==> src/rtl/adc128s022_responder.sv <==
// ADC128S022 serial-interface emulator (responder side): decodes the channel address
// from the master and returns the previously addressed channel's 12-bit value.
module adc128s022_responder #(
  parameter int DATA_WIDTH       = 12,
  parameter int ADC_SELECT_WIDTH = 3,
  parameter int NUM_CH           = 2**ADC_SELECT_WIDTH,
  parameter int SYNC_STAGES      = 2
) (
  input  logic                           clk_ad,
  input  logic                           rst,
  input  logic [NUM_CH*DATA_WIDTH-1:0]   ch_data,
  input  logic                           adc_sclk,
  input  logic                           adc_cs_n,
  input  logic                           adc_saddr,
  output logic                           adc_sdat,
  output logic                           sdat_oe,
  output logic                           frame_done,
  output logic [ADC_SELECT_WIDTH-1:0]    frame_ch,
  output logic [ADC_SELECT_WIDTH-1:0]    frame_addr
);

  localparam int FRAME_BITS      = 16;
  localparam int LEAD_ZEROS      = FRAME_BITS - DATA_WIDTH;
  localparam int CNT_W           = $clog2(FRAME_BITS);
  // Zero-based rise count of the first address bit (rise 3 of the frame).
  localparam int ADDR_FIRST_RISE = 2;

  typedef enum logic {ST_IDLE, ST_ACTIVE} state_e;

  function automatic logic [FRAME_BITS-1:0] frame_word(
    input logic [NUM_CH*DATA_WIDTH-1:0] data,
    input logic [ADC_SELECT_WIDTH-1:0]  sel
  );
    return {{LEAD_ZEROS{1'b0}}, data[int'(sel)*DATA_WIDTH +: DATA_WIDTH]};
  endfunction

  // Input conditioning
  logic [SYNC_STAGES-1:0] sclk_sync_q, cs_n_sync_q, saddr_sync_q;
  logic                   sclk_prev_q, cs_n_prev_q;
  logic                   sclk_s, cs_n_s, saddr_s;
  logic                   sclk_rise, sclk_fall, cs_fall, cs_rise;

  // NOTE: the synchronizers reset to the bus idle levels (sclk and cs_n high) so
  // that leaving reset can never be mistaken for a falling edge.
  always_ff @(posedge clk_ad or posedge rst) begin
    if (rst) begin
      sclk_sync_q  <= '1;
      cs_n_sync_q  <= '1;
      saddr_sync_q <= '0;
      sclk_prev_q  <= 1'b1;
      cs_n_prev_q  <= 1'b1;
    end else begin
      sclk_sync_q  <= SYNC_STAGES'({sclk_sync_q, adc_sclk});
      cs_n_sync_q  <= SYNC_STAGES'({cs_n_sync_q, adc_cs_n});
      saddr_sync_q <= SYNC_STAGES'({saddr_sync_q, adc_saddr});
      sclk_prev_q  <= sclk_s;
      cs_n_prev_q  <= cs_n_s;
    end
  end

  assign sclk_s    = sclk_sync_q[SYNC_STAGES-1];
  assign cs_n_s    = cs_n_sync_q[SYNC_STAGES-1];
  assign saddr_s   = saddr_sync_q[SYNC_STAGES-1];
  assign sclk_rise = ~sclk_prev_q & sclk_s;
  assign sclk_fall = sclk_prev_q & ~sclk_s;
  assign cs_fall   = cs_n_prev_q & ~cs_n_s;
  assign cs_rise   = ~cs_n_prev_q & cs_n_s;

  // FSM and datapath registers
  state_e                        state_q, state_d;
  logic [FRAME_BITS-1:0]         shift_q, shift_d;
  logic [CNT_W-1:0]              rise_cnt_q, rise_cnt_d;
  logic [ADC_SELECT_WIDTH-1:0]   addr_q, addr_d;
  logic [ADC_SELECT_WIDTH-1:0]   cur_ch_q, cur_ch_d;
  logic [ADC_SELECT_WIDTH-1:0]   next_ch_q, next_ch_d;
  logic                          adc_sdat_q, adc_sdat_d;
  logic                          sdat_oe_q, sdat_oe_d;
  logic                          frame_done_q, frame_done_d;
  logic [ADC_SELECT_WIDTH-1:0]   frame_ch_q, frame_ch_d;
  logic [ADC_SELECT_WIDTH-1:0]   frame_addr_q, frame_addr_d;
  logic [ADC_SELECT_WIDTH-1:0]   addr_cap;
  logic                          frame_end;

  // NOTE: sequential state uses non-blocking assignments so every register samples
  // the pre-edge values regardless of statement order.
  always_ff @(posedge clk_ad or posedge rst) begin
    if (rst) begin
      state_q <= ST_IDLE;
    end else begin
      state_q <= state_d;
    end
  end

  always_comb begin
    state_d = state_q;
    case (state_q)
      ST_IDLE:   if (cs_fall) state_d = ST_ACTIVE;
      ST_ACTIVE: if (cs_rise) state_d = ST_IDLE;
      default:   state_d = ST_IDLE;
    endcase
  end

  assign frame_end = (state_q == ST_ACTIVE) && sclk_rise &&
                     (rise_cnt_q == CNT_W'(FRAME_BITS - 1));

  // Address bits arrive MSB first; the bit sampled this cycle must be visible
  // to the frame-completion logic in the same cycle.
  always_comb begin
    addr_cap = addr_q;
    if (state_q == ST_ACTIVE && sclk_rise) begin
      for (int b = 0; b < ADC_SELECT_WIDTH; b++) begin
        if (rise_cnt_q == CNT_W'(ADDR_FIRST_RISE + ADC_SELECT_WIDTH - 1 - b)) begin
          addr_cap[b] = saddr_s;
        end
      end
    end
  end

  // NOTE: every signal assigned in a combinational block gets a default first,
  // so no path can leave it unassigned and infer a latch.
  always_comb begin
    shift_d    = shift_q;
    rise_cnt_d = rise_cnt_q;
    addr_d     = addr_q;
    cur_ch_d   = cur_ch_q;
    next_ch_d  = next_ch_q;
    case (state_q)
      ST_IDLE: begin
        if (cs_fall) begin
          shift_d    = frame_word(ch_data, next_ch_q);
          cur_ch_d   = next_ch_q;
          rise_cnt_d = '0;
          addr_d     = '0;
        end
      end
      ST_ACTIVE: begin
        // The first fall of a frame presents the already-loaded MSB.
        if (sclk_fall && rise_cnt_q != '0) begin
          shift_d = shift_q << 1;
        end
        if (sclk_rise) begin
          rise_cnt_d = rise_cnt_q + 1'b1;
          addr_d     = addr_cap;
        end
        if (frame_end) begin
          next_ch_d  = addr_cap;
          rise_cnt_d = '0;
          shift_d    = frame_word(ch_data, addr_cap);
          cur_ch_d   = addr_cap;
        end else if (cs_rise) begin
          addr_d = '0;
        end
      end
      default: ;
    endcase
  end

  always_comb begin
    adc_sdat_d   = 1'b0;
    sdat_oe_d    = (state_d == ST_ACTIVE);
    frame_done_d = 1'b0;
    frame_ch_d   = frame_ch_q;
    frame_addr_d = frame_addr_q;
    if (state_q == ST_ACTIVE && state_d == ST_ACTIVE) begin
      adc_sdat_d = shift_q[FRAME_BITS-1];
    end
    if (frame_end) begin
      frame_done_d = 1'b1;
      frame_ch_d   = cur_ch_q;
      frame_addr_d = addr_cap;
    end
  end

  always_ff @(posedge clk_ad or posedge rst) begin
    if (rst) begin
      shift_q      <= '0;
      rise_cnt_q   <= '0;
      addr_q       <= '0;
      cur_ch_q     <= '0;
      next_ch_q    <= '0;
      adc_sdat_q   <= 1'b0;
      sdat_oe_q    <= 1'b0;
      frame_done_q <= 1'b0;
      frame_ch_q   <= '0;
      frame_addr_q <= '0;
    end else begin
      shift_q      <= shift_d;
      rise_cnt_q   <= rise_cnt_d;
      addr_q       <= addr_d;
      cur_ch_q     <= cur_ch_d;
      next_ch_q    <= next_ch_d;
      adc_sdat_q   <= adc_sdat_d;
      sdat_oe_q    <= sdat_oe_d;
      frame_done_q <= frame_done_d;
      frame_ch_q   <= frame_ch_d;
      frame_addr_q <= frame_addr_d;
    end
  end

  assign adc_sdat   = adc_sdat_q;
  assign sdat_oe    = sdat_oe_q;
  assign frame_done = frame_done_q;
  assign frame_ch   = frame_ch_q;
  assign frame_addr = frame_addr_q;

endmodule

==> config.mk <==
export PLATFORM = sky130hd
export DESIGN_NAME = adc128s022_responder
export DESIGN_NICKNAME = d
export VERILOG_FILES = /design/src/rtl/adc128s022_responder.sv
export SDC_FILE = /design/constraint.sdc
export NUM_CORES = 1
export LEC_CHECK = 0
export CORE_MARGIN = 1.5
export CORE_UTILIZATION = 53
export CTS_BUF_LIST = sky130_fd_sc_hd__clkbuf_8
export CTS_CLUSTER_DIAMETER = 40
export DETAILED_ROUTE_END_ITERATION = 16
export PLACE_DENSITY = 0.91
export SYNTH_ARGS = -nofsm -noshare
export SYNTH_HDL_FRONTEND = slang
export SYNTH_SLANG_ARGS = --single-unit
==> constraint.sdc <==
create_clock -name clk_ad -period 5.91 [get_ports clk_ad]
set_input_delay 1.182 -clock clk_ad [delete_from_list [all_inputs] [get_ports clk_ad]]
set_output_delay 1.182 -clock clk_ad [all_outputs]
set_load 0.02 [all_outputs]
==> flow_summary.rst, run 1 <==
.. list-table::
   :header-rows: 1

   * - Metric
     - Value
   * - Slowest stage delay, CP
     - approximately 0.7 ns
   * - Worst setup path class
     - flop to flop
   * - Total GRT Usage
     - a little under a third
   * - Crit path buffers/inverters
     - 1
   * - Run status
     - finished clean
   * - Post-synthesis share of cell area spent on and, or, nand and nor gates
     - roughly 13%
   * - Delay-heaviest family, CP
     - simple AND/OR/NAND/NOR gates
   * - Count of max-cap constraint violations
     - 0
   * - Number of I/O port buffers
     - between 100 and 150
   * - Worst-Margin Slew
     - 1.25 ns
   * - Worst clock skew
     - 0.0124 ns
   * - Vias in the first global route
     - 3738
   * - Number of synthesized flops with an enable pin
     - 0
   * - Initial antenna violation count
     - 0
   * - Overflow left after global routing
     - 0
   * - Highest ir drop seen on vdd
     - about 150 uV
   * - Max-slew violation count
     - 0
   * - Area of the placeable core
     - 0.00683 mm^2
   * - TritonCTS clock tree
     - built
   * - Total negative slack for setup checks
     - 0 ns
   * - Fraction of synthesized area in multiplexers
     - about a quarter
   * - Post-DRT Antenna Nets
     - 0
   * - Critical path launch point type
     - flop
   * - Finished Layout Cells
     - 579
   * - Ratio of final minimum period to clock period
     - a little under three fifths
   * - Xor and xnor area share after synthesis
     - 0%
   * - FF+latch count, synth
     - 46
   * - Final core utilization
     - between 70% and 80%
   * - Internal power contribution
     - between 500 and 600 uW
   * - Seq pwr share
     - between 40% and 50%
   * - IO Pins
     - 110
   * - Part of the power in combinational logic
     - between 30% and 40%
   * - Max clock buf depth
     - 2
   * - Average instance area after synthesis
     - roughly 9.4 um^2
   * - Sum of routed wire length over all layers
     - 11700 um
   * - Area growth syn-to-layout
     - 29.8%
   * - Iter 0 DRT Violations
     - between 300 and 400
   * - Adder-cell share of the synthesized area
     - less than 1%
   * - Part of the power in the clock network
     - between 20 and 25%
   * - Worst endpoint required time
     - between 6 and 7 ns
   * - RSZ-0062 raised after global routing
     - no
   * - Reported leakage power
     - 0.00180 uW
   * - CTS HTree Levels
     - 2
   * - Number of sinks on the clock net
     - 46
   * - Post-synthesis async set-or-reset flop share
     - 100%
   * - Post-cts sizing count
     - 0
   * - Fin area
     - a little under 0.005 mm^2
   * - Critical-path cell list
     - buf_4 -> and3b_1 -> and2_1 -> a21o_1 -> nand3_2 -> o22ai_1 -> a211o_1
   * - First-pass GRT wire length
     - between 15000 and 20000 um
   * - Sw frac
     - 31.8%
   * - CP max FO
     - 38
   * - Areal power density over the cells
     - around 180 mW/mm^2
   * - Clk_lat worst skew
     - 0.30 ns
   * - Count of synthesis-stage warnings from yosys
     - 0
   * - Number of inserted diodes
     - 0
   * - Instance area at placement
     - 0.00479 mm^2
   * - Effective utilization at floorplan
     - a little under three fifths
   * - Count of cell types in the netlist
     - around 50
   * - Combinational family with the most area after synthesis
     - multiplexers
   * - Share of final-layout standard cells stronger than drive strength 1
     - between 10% and 20%
   * - Worst-path cell with the longest stage delay
     - sky130_fd_sc_hd__a21o_1
   * - Reg-to-reg slack, setup
     - about 2.6 ns
   * - Routed via count divided by cell count
     - roughly 6.5
   * - Total standard cell area after synthesis
     - 0.00376 mm^2
   * - Class of the tightest hold or removal check
     - flop to flop
   * - Clock period minus final worst setup slack
     - approximately 3.4 ns
   * - Clock-pin slew on the worst setup and hold paths
     - around 0.09 ns
   * - Count of filler cells inserted in the layout
     - between 500 and 600
   * - 1st-pass router iterations
     - 5
   * - Area of the die
     - approximately 0.0076 mm^2
   * - Setup fix buffers added after clock tree synthesis
     - 0
   * - Total number of vias
     - ~3.8k
   * - Worst EP arrival
     - about 3.6 ns
   * - Floorplan die height
     - 87.2 um
   * - Final number of setup-violating endpoints
     - 0
   * - Chip Width
     - 87.2 um
   * - HPWL reported at the end of detailed placement
     - 8150 um
   * - Compound-Gate Fraction of Synth Area
     - between 20% and 30%
   * - GP Congestion
     - between 0.9 and 1
   * - Net Switching
     - 278 uW
   * - Post-DR wirelength/cell
     - between 20 and 25 um
   * - DRC Markers
     - 0
   * - Cts bufs inserted
     - 5
   * - Largest net degree at the start of global routing
     - 47
   * - CTS Hold Bufs
     - 0
   * - Element type at the critical path end
     - flop
   * - Hold Violations, Final
     - 0
   * - Fmax
     - about 300 MHz
   * - Cell Count Post-Placement
     - about 570
   * - Instance count of the mapped netlist
     - slightly below 400
   * - Post-synthesis sequential area ratio
     - between 30% and 40%
   * - Clock root cell
     - sky130_fd_sc_hd__clkbuf_8
   * - # rows
     - 30
   * - Max-Slew Margin vs Limit
     - between 15 and 20%
   * - Post-synthesis net count
     - 502
   * - Most used flip-flop cell after synthesis
     - sky130_fd_sc_hd__dfrtp_1
   * - NumNets Final
     - around 590
[synthesized netlist by cell type, types with 2 or more instances]
cell,number,area share [%]
sky130_fd_sc_hd__nand2_1,44,4.4
sky130_fd_sc_hd__dfrtp_1,40,27
sky130_fd_sc_hd__a21oi_1,36,4.8
sky130_fd_sc_hd__nor2_1,36,3.6
sky130_fd_sc_hd__mux2i_1,33,8.8
sky130_fd_sc_hd__mux4_2,24,14
sky130_fd_sc_hd__a31oi_1,19,3.2
sky130_fd_sc_hd__clkbuf_1,15,1.5
sky130_fd_sc_hd__a221oi_1,11,2.6
sky130_fd_sc_hd__o22ai_1,11,1.8
sky130_fd_sc_hd__a211o_1,10,2.3
sky130_fd_sc_hd__buf_2,9,1.2
sky130_fd_sc_hd__nand3_1,9,1.2
sky130_fd_sc_hd__o21ai_0,9,1.2
sky130_fd_sc_hd__o21ai_1,9,1.2
sky130_fd_sc_hd__inv_1,8,0.80
sky130_fd_sc_hd__a211oi_1,6,1.2
sky130_fd_sc_hd__a21o_1,6,1.2
sky130_fd_sc_hd__buf_6,6,1.8
sky130_fd_sc_hd__dfstp_2,6,4.2
sky130_fd_sc_hd__buf_4,3,0.60
sky130_fd_sc_hd__ha_1,3,1.0
sky130_fd_sc_hd__mux2_2,3,0.90
sky130_fd_sc_hd__nor3_1,3,0.40
sky130_fd_sc_hd__nor3b_1,3,0.60
sky130_fd_sc_hd__o21a_1,3,0.60
sky130_fd_sc_hd__a21oi_2,2,0.47
sky130_fd_sc_hd__a21oi_4,2,0.87
sky130_fd_sc_hd__a221o_1,2,0.53
sky130_fd_sc_hd__and2_1,2,0.33
sky130_fd_sc_hd__and3_1,2,0.33
sky130_fd_sc_hd__and3b_1,2,0.47
sky130_fd_sc_hd__mux2_1,2,0.60
sky130_fd_sc_hd__nand3b_1,2,0.40
[worst register-to-register path, cell delays in order, from the launching register on]
cell and delay, ns:
sky130_fd_sc_hd__dfrtp_1 0.34, sky130_fd_sc_hd__buf_4 0.36, sky130_fd_sc_hd__and3b_1 0.44, sky130_fd_sc_hd__and2_1 0.62
sky130_fd_sc_hd__a21o_1 0.69, sky130_fd_sc_hd__nand3_2 0.39, sky130_fd_sc_hd__o22ai_1 0.32, sky130_fd_sc_hd__a211o_1 0.14
[final cells by class]
| cell class | instances | area, um^2 | share of cell area, % |
|---|---|---|---|
| clock inverters | 3 | 18.8 | 0.385 |
| well taps | 96 | 120 | 2.46 |
| multi-input cells | 309 | 2370 | 48.6 |
| clock buffers | 5 | 68.8 | 1.41 |
| flip-flops and latches | 46 | 1160 | 23.8 |
| inverters | 9 | 33.8 | 0.693 |
| repair buffers | 111 | 1110 | 22.7 |
[metal layers]
layer | routed length [um] | GRT usage (%)
met2 | 5740 | 51.0
met5 | 0 | 0
met4 | 311 | 10.2
met3 | 1020 | 5.88
met1 | 4590 | 38.9
[flip-flops by register name, summed over array words and instances (netlist names)]
| signal | count |
|---|---|
| sdat_oe | 1 |
| frame_done | 1 |
| adc_sdat | 1 |
| frame_addr | 3 |
| sclk_prev_q | 1 |
| cs_n_sync_q | 2 |
| next_ch_q | 3 |
| addr_q | 3 |
| cur_ch_q | 3 |
| shift_q | 16 |
| cs_n_prev_q | 1 |
| frame_ch | 3 |
| rise_cnt_q | 4 |
| sclk_sync_q | 2 |
| saddr_sync_q | 2 |
[metrics by stage]
step                hold WS (ns)  power [uW]  setup WS (ns)
floorplan                  0.331         566           3.50
global placement           0.336         673           2.71
detailed placement         0.346         682           2.68
CTS                        0.357         873           2.66
global route               0.368         924           2.39
finish                     0.355         876           2.56
[placed cells by master, fill, tap and decap left out, types with 3 or more instances in the layout]
cell type	netlist	final
sky130_fd_sc_hd__dfstp_2	6	6
sky130_fd_sc_hd__nor2_1	36	36
sky130_fd_sc_hd__mux2i_1	33	33
sky130_fd_sc_hd__mux4_2	24	24
sky130_fd_sc_hd__nor3b_1	3	3
sky130_fd_sc_hd__a211o_1	10	10
sky130_fd_sc_hd__clkdlybuf4s50_1	0	109
sky130_fd_sc_hd__nand3_1	9	9
sky130_fd_sc_hd__nor3_1	3	3
sky130_fd_sc_hd__dfrtp_1	40	40
sky130_fd_sc_hd__a221oi_1	11	11
sky130_fd_sc_hd__ha_1	3	3
sky130_fd_sc_hd__a31oi_1	19	19
sky130_fd_sc_hd__o21ai_1	9	9
sky130_fd_sc_hd__nand2_1	44	44
sky130_fd_sc_hd__o21ai_0	9	9
sky130_fd_sc_hd__a21o_1	6	6
sky130_fd_sc_hd__clkbuf_8	0	5
sky130_fd_sc_hd__a211oi_1	6	6
sky130_fd_sc_hd__mux2_2	3	3
sky130_fd_sc_hd__o22ai_1	11	11
sky130_fd_sc_hd__a21oi_1	36	36
sky130_fd_sc_hd__inv_1	8	8
sky130_fd_sc_hd__o21a_1	3	3
[cell families (layout without fill, tap and decap cells)]
kind of cell | Yosys count | count (layout)
buffers and inverters | 43 | 128
AOI/OAI and AO/OA | 134 | 134
DFF | 46 | 46
and+or+nand+nor | 110 | 110
adders and majority gates | 3 | 3
muxes | 62 | 62
[final timing paths]
path / to / cells after the start / from
setup / recovery: shift_q[7]$_DFFE_PP0P_ / 7 / sdat_oe$_DFF_PP0_
hold / removal: saddr_sync_q[1]$_DFF_PP0_ / 0 / saddr_sync_q[0]$_DFF_PP0_
setup reg to reg: shift_q[7]$_DFFE_PP0P_ / 7 / sdat_oe$_DFF_PP0_
hold reg to reg: saddr_sync_q[1]$_DFF_PP0_ / 0 / saddr_sync_q[0]$_DFF_PP0_
max in group asynchronous: adc_sdat$_DFF_PP0_ / 2 / rst
min in group asynchronous: frame_addr[1]$_DFFE_PP0P_ / 2 / rst
[power groups by stage]
stage | combinational, uW | clock (uW) | sequential (uW)
2_1_floorplan | 167 | 0 | 398
3_3_place_gp | 264 | 0 | 409
3_5_place_dp | 272 | 0 | 410
4_1_cts | 274 | 195 | 404
5_1_grt | 302 | 212 | 411
6_report | 277 | 192 | 407
Note: power is estimated with default switching activity, not from simulation.
==> run 2, diff against run 1 <==
CORE_UTILIZATION = 45   (was 53)
PLACE_DENSITY = 0.83   (was 0.91)
clock period = 2.7 ns   (was 5.91 ns; I/O delays follow)
==> run 2 against run 1 <==
Via count rose by 3.3%. Worst setup slack lost 2.4 ns. Worst hold slack worse by 0.0047 ns. Clock skew is essentially flat. Cell count up 5.2%. Critical path type unchanged. Largest cell class unchanged. Largest power group unchanged.
==> flow_summary.rst, run 2 (synthesis gave the netlist of run 1 again) <==
.. list-table::
   :header-rows: 1

   * - Metric
     - Value
   * - Cell Count Post-Placement
     - roughly 600
   * - Largest net degree at the start of global routing
     - 32
   * - Most common library cell in the layout ignoring fill and taps
     - sky130_fd_sc_hd__clkdlybuf4s50_1
   * - Setup fix buffers added after clock tree synthesis
     - 0
   * - Hold Violations, Final
     - 0
   * - Clock root cell
     - sky130_fd_sc_hd__clkbuf_8
   * - Total negative slack for setup checks
     - 0 ns
   * - Vias in the first global route
     - a little under 4k
   * - Critical path launch point type
     - flop
   * - Worst setup path startpoint
     - rise_cnt_q[1]$_DFFE_PP0P_
   * - Areal power density over the cells
     - around 420 mW/mm^2
   * - Number of inserted diodes
     - 0
   * - Beginning of the worst register-to-register path
     - rise_cnt_q[1]$_DFFE_PP0P_
   * - Cts bufs inserted
     - 5
   * - Total GRT Usage
     - 27.8%
   * - Worst-path cell with the longest stage delay
     - sky130_fd_sc_hd__dfrtp_1
   * - Initial antenna violation count
     - 0
   * - Clock-pin slew on the worst setup and hold paths
     - approximately 0.10 ns
   * - CTS Hold Bufs
     - 0
   * - Area growth syn-to-layout
     - 35.9%
   * - Class of the tightest hold or removal check
     - flop to flop
   * - Element type at the critical path end
     - flop
   * - Clk_lat worst skew
     - between 0.3 and 0.4 ns
   * - DRC Markers
     - 0
   * - Wire length on met1
     - ~4700 um
   * - Final core utilization
     - between 60% and 70%
   * - GP Congestion
     - about 0.92
   * - Chip Width
     - 94.4 um
   * - Number of I/O port buffers
     - between 100 and 150
   * - Count of max-cap constraint violations
     - 0
   * - Routed via count divided by cell count
     - 6.36
   * - Crit path buffers/inverters
     - 2
   * - Highest ir drop seen on vdd
     - 421 uV
   * - Area of the placeable core
     - 0.00813 mm^2
   * - Delay-heaviest family, CP
     - compound AO/OA/AOI/OAI gates
   * - TritonCTS clock tree
     - built
   * - Most frequent CP cell
     - sky130_fd_sc_hd__buf_4
   * - Share of final-layout standard cells stronger than drive strength 1
     - ~15%
   * - Worst endpoint required time
     - a little under 3 ns
   * - Post-DR wirelength/cell
     - 20.3 um
   * - Smallest hold slack
     - 0.350 ns
   * - Number of sinks on the clock net
     - 46
   * - Effective utilization at floorplan
     - between 40% and 50%
   * - Most flop-heavy register
     - shift_q
   * - Run status
     - finished clean
   * - Worst clock skew
     - between 0.01 and 0.015 ns
   * - Ratio of final minimum period to clock period
     - a little over nine tenths
   * - Reported leakage power
     - a little under 0.002 uW
   * - Critical-path cell list
     - ha_1 -> and4b_4 -> and2_1 -> buf_4 -> a21o_1 -> buf_4 -> a31oi_1 -> a211o_1
   * - Total number of vias
     - 3874
   * - Iter 0 DRT Violations
     - ~340
   * - 1st-pass router iterations
     - 5
   * - Floorplan die height
     - about 94 um
   * - Max clock buf depth
     - 2
   * - Worst-Margin Slew
     - 0.584 ns
   * - Highest metal layer used by the detailed router
     - met4
   * - Routed wire length on met3
     - 948 um
   * - Post-cts sizing count
     - 0
   * - Sum of met2 wire segment lengths after detailed routing
     - around 6200 um
   * - CTS HTree Levels
     - 2
   * - HPWL reported at the end of detailed placement
     - 9230 um
   * - Sum of routed wire length over all layers
     - 12400 um
   * - Clock period minus final worst setup slack
     - 2.57 ns
   * - Max-slew violation count
     - 0
   * - Post-DRT Antenna Nets
     - 0
   * - Final number of setup-violating endpoints
     - 0
   * - Highest-count cells in the layout ignoring fill and taps
     - sky130_fd_sc_hd__clkdlybuf4s50_1 (109), sky130_fd_sc_hd__nand2_1 (44), sky130_fd_sc_hd__dfrtp_1 (40), sky130_fd_sc_hd__nor2_1 (36), sky130_fd_sc_hd__a21oi_1 (36)
   * - Worst setup path class
     - flop to flop
   * - First-pass GRT wire length
     - approximately 19000 um
   * - Slowest stage delay, CP
     - ~0.43 ns
   * - CP max FO
     - 15
   * - IO Pins
     - 110
   * - # rows
     - 33
   * - Finished Layout Cells
     - a little over 600
   * - Overflow left after global routing
     - 0
   * - Registers with the highest flip-flop counts
     - shift_q: 16 flops, rise_cnt_q: 4 flops
   * - Fmax
     - 389 MHz
   * - Min-Delay Startpoint
     - sclk_sync_q[0]$_DFF_PP1_
   * - Count of filler cells inserted in the layout
     - about 670
   * - Worst EP arrival
     - 2.77 ns
   * - NumNets Final
     - between 600 and 700
   * - RSZ-0062 raised after global routing
     - no
   * - Area of the die
     - a little under 0.009 mm^2
   * - Max-Slew Margin vs Limit
     - about three fifths
   * - Largest register FFs
     - 16
run 2: final timing paths:
kind                                            end  cells past startpoint  slack [ns]
max in group asynchronous    shift_q[2]$_DFFE_PP0P_                      3        1.51
max reg2reg                  shift_q[7]$_DFFE_PP0P_                      8        0.13
min in group asynchronous     addr_q[1]$_DFFE_PP0P_                      2        0.60
min reg2reg                sclk_sync_q[1]$_DFF_PP1_                      0        0.35
min                        sclk_sync_q[1]$_DFF_PP1_                      0        0.35
max                          shift_q[7]$_DFFE_PP0P_                      8        0.13
run 2: routing by layer:
metal | GRT usage, % | up-vias
li1 | - | 1722
met1 | 34.4 | 1858
met2 | 48.4 | 240
met3 | 3.86 | 54
met4 | 12.1 | 0
met5 | 0 | -
run 2: layout make-up:
type                    count  area, um^2  area share (%)
well taps                 105         131            2.57
repair buffers            132        1280            25.0
multi-input cells         309        2370            46.4
flip-flops and latches     46        1160            22.7
inverters                   9        33.8           0.661
clock buffers               5        68.8            1.35
clock inverters             3        68.8            1.35
run 2: worst reg2reg max path, cell delays in order, from the launching register on:
cell	delay, ns
sky130_fd_sc_hd__dfrtp_1	0.43
sky130_fd_sc_hd__ha_1	0.24
sky130_fd_sc_hd__and4b_4	0.28
sky130_fd_sc_hd__and2_1	0.20
sky130_fd_sc_hd__buf_4	0.24
sky130_fd_sc_hd__a21o_1	0.36
sky130_fd_sc_hd__buf_4	0.26
sky130_fd_sc_hd__a31oi_1	0.12
sky130_fd_sc_hd__a211o_1	0.33
run 2: where the power goes:
group,switching [uW],total (uW),internal [uW]
sequential,98.2,899,801
combinational,291,633,342
clock,265,636,371
total,654,2170,1510
run 2: per-stage QoR:
| stage | instance area [um^2] | setup WS (ns) | total power [uW] |
|---|---|---|---|
| after CTS | 5110 | 0.180 | 2160 |
| after global routing | 5110 | 0.0225 | 2270 |
| after global placement | 4970 | 0.299 | 1500 |
| final | 5110 | 0.127 | 2170 |
| after floorplan | 3760 | 0.448 | 1240 |
| after detailed placement | 4970 | 0.232 | 1530 |
==> run 3, diff against run 2 <==
CAP_MARGIN = 15   (was not set)
CORE_UTILIZATION = 44   (was 45)
CTS_BUF_LIST = not set   (was sky130_fd_sc_hd__clkbuf_8)
PLACE_DENSITY = 0.81   (was 0.83)
TNS_END_PERCENT = 1   (was not set)
==> run 3 against run 2 <==
Clock skew grew 0.0011 ns. Worst hold slack improved by 0.0044 ns. Final area about the same. Global-route usage fell by 1.6 points. Via count down 0.15%. Register-to-register slack better by 0.05 ns. Count of clock-buffer cells in the layout stayed put. Critical path type unchanged.
==> flow_summary.rst, run 3 (synthesis gave the netlist of run 1 again) <==
.. list-table::
   :header-rows: 1

   * - Metric
     - Value
   * - Max-slew violation count
     - 0
   * - Iter 0 DRT Violations
     - about 320
   * - Net Switching
     - 635 uW
   * - Highest ir drop seen on vdd
     - 226 uV
   * - Max clock buf depth
     - 2
   * - Routed via count divided by cell count
     - between 6 and 7
   * - CTS HTree Levels
     - 2
   * - Smallest hold slack
     - approximately 0.35 ns
   * - Total negative slack for setup checks
     - 0 ns
   * - DRC Markers
     - 0
   * - Cell Count Post-Placement
     - about 600
   * - Post-cts sizing count
     - 0
   * - Number of inserted diodes
     - 0
   * - Largest net degree at the start of global routing
     - 37
   * - DP Worst Slack
     - ~0.21 ns
   * - HPWL reported at the end of detailed placement
     - between 8000 and 9000 um
   * - Max-Slew Margin vs Limit
     - 52.0%
   * - Run status
     - finished clean
   * - Clock root cell
     - sky130_fd_sc_hd__clkbuf_8
   * - Part of the power in the clock network
     - between 20 and 30%
   * - Clock-pin slew on the worst setup and hold paths
     - roughly 0.10 ns
   * - Clock period minus final worst setup slack
     - between 2 and 3 ns
   * - Class of the tightest hold or removal check
     - flop to flop
   * - Worst EP arrival
     - 2.71 ns
   * - CP max FO
     - 15
   * - Sum of routed wire length over all layers
     - roughly 12000 um
   * - Largest register FFs
     - 16
   * - Number of I/O port buffers
     - between 100 and 150
   * - Seq pwr share
     - 41.5%
   * - Setup fix buffers added after clock tree synthesis
     - 0
   * - Critical path launch point type
     - flop
   * - Worst endpoint required time
     - 2.90 ns
   * - Instance area at placement
     - roughly 0.0050 mm^2
   * - NumNets Final
     - about 600
   * - Number of sinks on the clock net
     - between 40 and 50
   * - First-pass GRT wire length
     - roughly 18000 um
   * - Ratio of final minimum period to clock period
     - between 90 and 100%
   * - Most common library cell in the layout ignoring fill and taps
     - sky130_fd_sc_hd__clkdlybuf4s50_1
   * - Floorplan die height
     - between 90 and 100 um
   * - CTS Hold Bufs
     - 0
   * - # rows
     - 33
   * - PnR worst setup slack
     - 0.182 ns
   * - Cts bufs inserted
     - 5
   * - Clk_lat worst skew
     - approximately 0.31 ns
   * - Post-DRT Antenna Nets
     - 0
   * - Total number of vias
     - around 3.9k
   * - Post-DR wirelength/cell
     - just under 20 um
   * - Registers with the highest flip-flop counts
     - shift_q: 16 flops, rise_cnt_q: 4 flops
   * - Fmax
     - between 300 and 400 MHz
   * - Initial antenna violation count
     - 0
   * - RSZ-0062 raised after global routing
     - no
   * - TritonCTS clock tree
     - built
   * - Vias in the first global route
     - between 3k and 4k
   * - Effective utilization at floorplan
     - between 40% and 50%
   * - GP Congestion
     - about 0.93
   * - 1st-pass router iterations
     - 5
   * - Count of filler cells inserted in the layout
     - around 670
   * - Worst clock skew
     - 0.0133 ns
   * - Finished Layout Cells
     - just over 600
   * - Most flop-heavy register
     - shift_q
   * - Internal power contribution
     - about 1500 uW
   * - Count of max-cap constraint violations
     - 0
   * - Highest-count cells in the layout ignoring fill and taps
     - sky130_fd_sc_hd__clkdlybuf4s50_1 (109), sky130_fd_sc_hd__nand2_1 (44), sky130_fd_sc_hd__dfrtp_1 (40), sky130_fd_sc_hd__nor2_1 (36), sky130_fd_sc_hd__a21oi_1 (36)
   * - Chip Width
     - around 95 um
   * - IO Pins
     - between 100 and 150
   * - Final number of setup-violating endpoints
     - 0
   * - Areal power density over the cells
     - about 420 mW/mm^2
   * - Worst-Margin Slew
     - 0.718 ns
   * - Reported leakage power
     - about 0.0019 uW
   * - Worst setup path class
     - flop to flop
   * - Part of the power in combinational logic
     - between 20 and 30%
   * - Area growth syn-to-layout
     - 36.0%
   * - Share of final-layout standard cells stronger than drive strength 1
     - approximately 15%
   * - Reg-to-reg slack, setup
     - 0.18 ns
   * - Sw frac
     - between 20% and 30%
   * - Area of the die
     - between 0.009 and 0.01 mm^2
   * - Hold Violations, Final
     - 0
   * - Element type at the critical path end
     - flop
   * - Overflow left after global routing
     - 0
   * - Area of the placeable core
     - roughly 0.0083 mm^2
   * - Fin area
     - around 0.005 mm^2
   * - Total GRT Usage
     - 26.2%
[run 3: cell counts in the layout (fill, tap and decap cells not counted)]
No cell type changed its count.
[run 3: layout make-up]
class	instances	area, um^2	share of cell area (%)
Inverter	9	33.8	0.661
Clock inverter	3	68.8	1.35
Clock buffer	5	68.8	1.35
Timing Repair Buffer	132	1280	25.0
Tap cell	105	131	2.57
Multi-Input combinational cell	309	2370	46.4
Sequential cell	46	1160	22.7
[run 3: critical path: stages (launching register included)]
cell and delay, ns:
sky130_fd_sc_hd__dfrtp_1 0.43, sky130_fd_sc_hd__inv_1 0.10, sky130_fd_sc_hd__ha_1 0.22, sky130_fd_sc_hd__and3b_1 0.21
sky130_fd_sc_hd__a21oi_2 0.36, sky130_fd_sc_hd__a21oi_4 0.13, sky130_fd_sc_hd__buf_4 0.24, sky130_fd_sc_hd__a221oi_1 0.30
sky130_fd_sc_hd__o21ai_1 0.13, sky130_fd_sc_hd__a211o_1 0.27
[run 3: final timing paths]
path | startpoint | end | cells past startpoint
worst max-delay path | rise_cnt_q[0]$_DFFE_PP0P_ | shift_q[1]$_DFFE_PP0P_ | 9
worst min-delay path | saddr_sync_q[0]$_DFF_PP0_ | saddr_sync_q[1]$_DFF_PP0_ | 0
worst max register to register | rise_cnt_q[0]$_DFFE_PP0P_ | shift_q[1]$_DFFE_PP0P_ | 9
worst min register to register | saddr_sync_q[0]$_DFF_PP0_ | saddr_sync_q[1]$_DFF_PP0_ | 0
max in group asynchronous | rst | shift_q[3]$_DFFE_PP0P_ | 3
min in group asynchronous | rst | rise_cnt_q[3]$_DFFE_PP0P_ | 2
[run 3: power by group through the flow]
stage	registers, uW	clock network [uW]	logic [uW]
2_1_floorplan	871	0	367
3_3_place_gp	898	0	601
3_5_place_dp	904	0	617
4_1_cts	890	628	622
5_1_grt	906	665	684
6_report	895	630	629
[run 3: layer usage]
layer	wire length, um	track usage [%]	up-vias
met5	0	0	-
met4	365	11.4	0
met2	5820	42.6	234
met1	4810	34.6	1856
li1	-	-	1735
met3	1030	4.07	43
[run 3: stage by stage]
| stage | power (uW) | util, % |
|---|---|---|
| final | 2150 | 61.9 |
| after global routing | 2260 | 61.9 |
| after CTS | 2140 | 61.9 |
| after detailed placement | 1520 | 60.2 |
| after global placement | 1500 | 60.2 |
| after floorplan | 1240 | - |
